**src/rtl/ram_bist_ctrl.sv**
```systemverilog
// ram_bist_ctrl: March C- (reduced) BIST initiator driving a two-port RAM and checking its read data
module ram_bist_ctrl #(
  parameter int Width       = 32,
  parameter int Depth       = 256,
  parameter int ReadLatency = 1
) (
  input  logic                       clk_i,
  input  logic                       rst_ni,
  input  logic                       start_i,
  output logic                       busy_o,
  output logic                       done_o,
  output logic                       pass_o,
  output logic                       fail_o,
  output logic [$clog2(Depth)-1:0]   err_addr_o,
  output logic [Width-1:0]           err_data_o,
  output logic                       we_o,
  output logic [$clog2(Depth)-1:0]   waddr_o,
  output logic [Width-1:0]           wdata_o,
  output logic                       re_o,
  output logic [$clog2(Depth)-1:0]   raddr_o,
  input  logic [Width-1:0]           rdata_i
);
  localparam int Aw = $clog2(Depth);
  localparam logic [Aw-1:0] Last = Aw'(Depth - 1);
  typedef enum logic [3:0] {IDLE, M0_W, M1_R, M1_W, M2_R, M2_W, M3_R, DRAIN, DONE} state_e;
  state_e state_q, state_d;
  logic [Aw-1:0] addr_q, addr_d;
  logic [2:0] cnt_q, cnt_d;
  logic at_last, at_first, launch, mism;
  logic [ReadLatency-1:0] pv_q, pe_q;
  logic [ReadLatency-1:0][Aw-1:0] pa_q;
  assign at_last  = addr_q == Last;
  assign at_first = addr_q == '0;
  assign launch   = start_i && (state_q == IDLE || state_q == DONE);
  assign mism     = pv_q[ReadLatency-1] && rdata_i != {Width{pe_q[ReadLatency-1]}};
  // state, address counter and drain counter registers
  always_ff @(posedge clk_i or negedge rst_ni) begin
    if (!rst_ni) begin
      state_q <= IDLE;
      addr_q  <= '0;
      cnt_q   <= '0;
    end else begin
      state_q <= state_d;
      addr_q  <= addr_d;
      cnt_q   <= cnt_d;
    end
  end
  // march sequencing: R->W on the same cell, terminal-address compare ends each element
  always_comb begin
    state_d = state_q;
    addr_d  = addr_q;
    cnt_d   = '0;
    case (state_q)
      IDLE, DONE: if (start_i) begin
        state_d = M0_W;
        addr_d  = '0;
      end
      M0_W: begin
        state_d = at_last ? M1_R : M0_W;
        addr_d  = at_last ? '0 : addr_q + 1'b1;
      end
      M1_R: state_d = M1_W;
      M1_W: begin
        state_d = at_last ? M2_R : M1_R;
        addr_d  = at_last ? Last : addr_q + 1'b1;
      end
      M2_R: state_d = M2_W;
      M2_W: begin
        state_d = at_first ? M3_R : M2_R;
        addr_d  = at_first ? Last : addr_q - 1'b1;
      end
      M3_R: begin
        state_d = at_first ? DRAIN : M3_R;
        addr_d  = at_first ? '0 : addr_q - 1'b1;
      end
      DRAIN: begin
        state_d = cnt_q == 3'(ReadLatency - 1) ? DONE : DRAIN;
        cnt_d   = cnt_q + 3'd1;
      end
      default: state_d = IDLE;
    endcase
  end
  // RAM-side and status outputs decoded from registered state and address
  always_comb begin
    we_o    = state_q inside {M0_W, M1_W, M2_W};
    re_o    = state_q inside {M1_R, M2_R, M3_R};
    waddr_o = we_o ? addr_q : '0;
    raddr_o = re_o ? addr_q : '0;
    wdata_o = {Width{state_q == M1_W}};
    busy_o  = state_q != IDLE && state_q != DONE;
    done_o  = state_q == DONE;
    pass_o  = done_o & ~fail_o;
  end
  // compare pipeline: each read carries its expected background and address until data returns
  always_ff @(posedge clk_i or negedge rst_ni) begin
    if (!rst_ni) begin
      pv_q <= '0;
      pe_q <= '0;
      pa_q <= '0;
    end else begin
      pv_q[0] <= re_o;
      pe_q[0] <= state_q == M2_R;
      pa_q[0] <= addr_q;
      for (int i = 1; i < ReadLatency; i++) begin
        pv_q[i] <= pv_q[i-1];
        pe_q[i] <= pe_q[i-1];
        pa_q[i] <= pa_q[i-1];
      end
    end
  end
  // sticky fail flag holding only the first mismatch; a new run clears it
  always_ff @(posedge clk_i or negedge rst_ni) begin
    if (!rst_ni) begin
      fail_o     <= 1'b0;
      err_addr_o <= '0;
      err_data_o <= '0;
    end else if (launch) begin
      fail_o     <= 1'b0;
      err_addr_o <= '0;
      err_data_o <= '0;
    end else if (mism && !fail_o) begin
      fail_o     <= 1'b1;
      err_addr_o <= pa_q[ReadLatency-1];
      err_data_o <= rdata_i;
    end
  end
endmodule
```
**config.mk**
```make
export PLATFORM = sky130hd
export DESIGN_NAME = ram_bist_ctrl
export DESIGN_NICKNAME = d
export VERILOG_FILES = /design/src/rtl/ram_bist_ctrl.sv
export SDC_FILE = /design/constraint.sdc
export NUM_CORES = 1
export LEC_CHECK = 0
export ABC_AREA = 1
export ABC_CLOCK_PERIOD_IN_PS = 2540
export CAP_MARGIN = 20
export CORE_MARGIN = 3
export CORE_UTILIZATION = 46
export CTS_CLUSTER_SIZE = 40
export DETAILED_ROUTE_END_ITERATION = 6
export PLACE_DENSITY = 0.91
export SLEW_MARGIN = 10
export SYNTH_ARGS = -nofsm -noshare
export SYNTH_HDL_FRONTEND = slang
export SYNTH_SLANG_ARGS = --single-unit
```
**constraint.sdc**
```tcl
create_clock -name clk_i -period 2.54 [get_ports clk_i]
set_input_delay 0.254 -clock clk_i [delete_from_list [all_inputs] [get_ports clk_i]]
set_output_delay 0.254 -clock clk_i [all_outputs]
set_load 0.01 [all_outputs]
```
==> results_dict.tcl <==
set metrics [dict create \
    hp-class "input pin to async pin" \
    antenna_found_initial 0 \
    drive_above_1_share_pct 7.02 \
    p_clk_share_pct 24.1 \
    drt_iter0_drc 155 \
    vias_per_cell 5.28 \
    vias 3546 \
    switching_power_mw 1.21 \
    run_status "finished clean" \
    track_usage_pct 21.5 \
    ant_nets 0 \
    syn2layout_area_growth_pct 34.2 \
    crit_chain "inv_1, nor2_2, nand3_1, o21ai_2, inv_1, nor2_1, clkdlybuf4s50_1" \
    cts_tree "done" \
    drc 0 \
    ys_warn_count 0 \
    relSlewSlack_pct 50.8 \
    grt_max_degree 82 \
    fp-row-count 32 \
    hpwl_mm 7.01 \
    wl_per_cell_um 14.2 \
    clock_skew_ns 0.00516 \
    drv_slew 0 \
    syn_area_mm2 0.00376 \
    clkLatencyLatePin_ns 0.34 \
    rsz0062_at_grt "no" \
    clk_pin_slew_ns 0.07 \
    worstSetupEndpointType "output port" \
    cap_violations 0 \
    intPower_mw 2.03 \
    cts_sinks 66 \
    required_ns 2.29 \
    critPathSlowestCell "clkdlybuf4s50_1" \
    r2r_end "err_addr_o[1]$_DFFE_PN0P_" \
    synth_seq_cells 66 \
    crit_type "flip-flop to output port" \
    io_buffers 128 \
    dieArea_mm2 0.00929 \
    power_mw 3.24 \
    r2r_start "state_q[0]$_DFFE_PN0P_" \
    crit_start "state_q[2]$_DFFE_PN0P_" \
    p_sw_share_pct 37.4 \
    pwr-share-comb_pct 34.5 \
    fin_nets 604 \
    tns_ns 0 \
    root_buffer "clkbuf_8" \
    grt_pass1_wl_mm 15.9 \
    pwr-share-seq_pct 41.4 \
    syn_nets 511 \
    crit_top_cell "inv_1" \
    cts_buffer_depth 2 \
    synth.area.top_cells "dfrtp_1, nand2_1, nand4_1" \
    r2r_cells 7 \
    cts_made_buffers 9 \
    worstPathArrival_ns 2.09 \
    overflow 0 \
    start_util_pct 47.9 \
    synthCells 472 \
    yosysTopAreaCellShare_pct 43.9 \
    min_period_ns 2.34 \
    ff2ff_setup_slack_ns 0.72 \
    coreArea_mm2 0.00785 \
    gp_congestion 0.825 \
    final-hold-violation-count 0 \
    irDropWorstVdd_v 0.000458 \
    ys_seq_area_share_pct 43.9 \
    synth_cell_types 25 \
    htree_levels 3 \
    final-setup-viol-count 0 \
    setup.worst_path.start_class "flip-flop" \
    p_leak_nw 2.36 \
    slowest_delay_ns 0.56 \
    cp_max_fo 8 \
    io_pins 129 \
    avgSynthCellArea_um2 7.97 \
    worst_pin_slew_ns 0.737 \
    post_cts_buffers 0 \
    fmax_mhz 427 \
    p_per_area_mw_per_mm2 643 \
    grt_pass1_vias 3512 \
    wirelength_mm 9.53 \
    yosysTopAreaCell "dfrtp_1" \
    finalCritPeriodShare_pct 92.3 \
    firstDrtPassIters 5 \
    antenna_cells 0 \
    die_w_um 96.4 \
    die_h_um 96.4 \
]
[layer usage]
layer,up-vias,part of all wire (%),GRT usage [%]
li1,1724,-,-
met3,19,10,5.11
met4,0,2.0,8.64
met2,193,47,36.5
met1,1610,41,26.4
met5,-,0,0
[per-stage QoR]
stage          util [%]  instance area [µm²]  cells  hold slack (ns)  worst slack [ns]
2_1_floorplan         -                 3760    472          -0.0416             0.196
3_3_place_gp       61.7                 4840    655            0.270             0.396
3_5_place_dp       61.7                 4840    655            0.282             0.326
4_1_cts            64.1                 5030    672            0.447            0.0246
5_1_grt            64.3                 5040    672            0.510            0.0448
6_report           64.3                 5040    672            0.453             0.196
[power groups by stage]
stage	combinational, mW	sequential (mW)	clock [mW]
after floorplan	0.824	1.29	0
after global placement	1.07	1.35	0
after detailed placement	1.11	1.36	0
after CTS	1.12	1.34	0.800
after global routing	1.27	1.36	0.852
final	1.12	1.34	0.782
[cells by family after synthesis]
family	Yosys count	synth area share (%)
compound gates	25	4.33
xor+xnor	9	2.10
fa+ha+maj	4	1.33
buf+inv	87	14.4
flops	66	43.9
simple gates	281	33.9
[registers in the layout, indices dropped and copies added (netlist names)]
name,flops
err_data_o,32
pv_q,1
fail_o,1
err_addr_o,8
pa_q,8
addr_q,8
state_q,4
cnt_q,3
pe_q,1
[synth_stat cells (all sizes together)]
cell type  instances
nand2            108
dfrtp             66
nor2              63
buf               51
nand3             49
nand4             41
inv               32
o21ai             12
nor3              11
o211ai             8
xor2               7
nand3b             5
clkbuf             4
ha                 4
or2                4
a21oi              3
xnor2              2
o31ai              1
o32ai              1
[area by class of cell]
class                           instances  area [µm²]
Fill cell                             679        2800
Clock inverter                          6        42.5
Multi-Input combinational cell        319        1580
Clock buffer                           10         138
Sequential cell                        66        1650
Tap cell                              102         128
Inverter                               32         120
Timing Repair Buffer                  137        1380
[worst max path at each step]
| stage | to | cells after the start |
|---|---|---|
| global route | waddr_o[4] | 7 |
| CTS | waddr_o[3] | 7 |
| global placement | waddr_o[2] | 6 |
| detailed placement | waddr_o[3] | 6 |
| finish | waddr_o[3] | 7 |
| floorplan | addr_q[6]$_DFFE_PN0P_ | 7 |
[cell usage in the layout (no fill, tap or decap), drive strengths merged]
cell	instances
a21oi	3
buf	9
clkbuf	10
clkdlybuf4s50	127
clkinv	4
clkinvlp	2
dfrtp	66
dlygate4sd3	1
ha	4
inv	32
nand2	108
nand3	49
nand3b	5
nand4	41
nor2	63
nor3	11
o211ai	8
o21ai	12
o31ai	1
o32ai	1
or2	4
xnor2	2
xor2	7
[timing repair]
item	CTS	global route
hold endpoints to repair	24	0
hold buffers	1	0
pin swaps	0	0
gates resized for setup	1	4
setup endpoints to repair	8	17
[critical path: cells and delay by family, from the launching register on]
kind,cells,cell delay [ns]
compound gates,1,0.13
buf+inv,3,0.82
flops,1,0.36
simple gates,3,0.45
No activity file was read; power rests on OpenSTA's default activity.
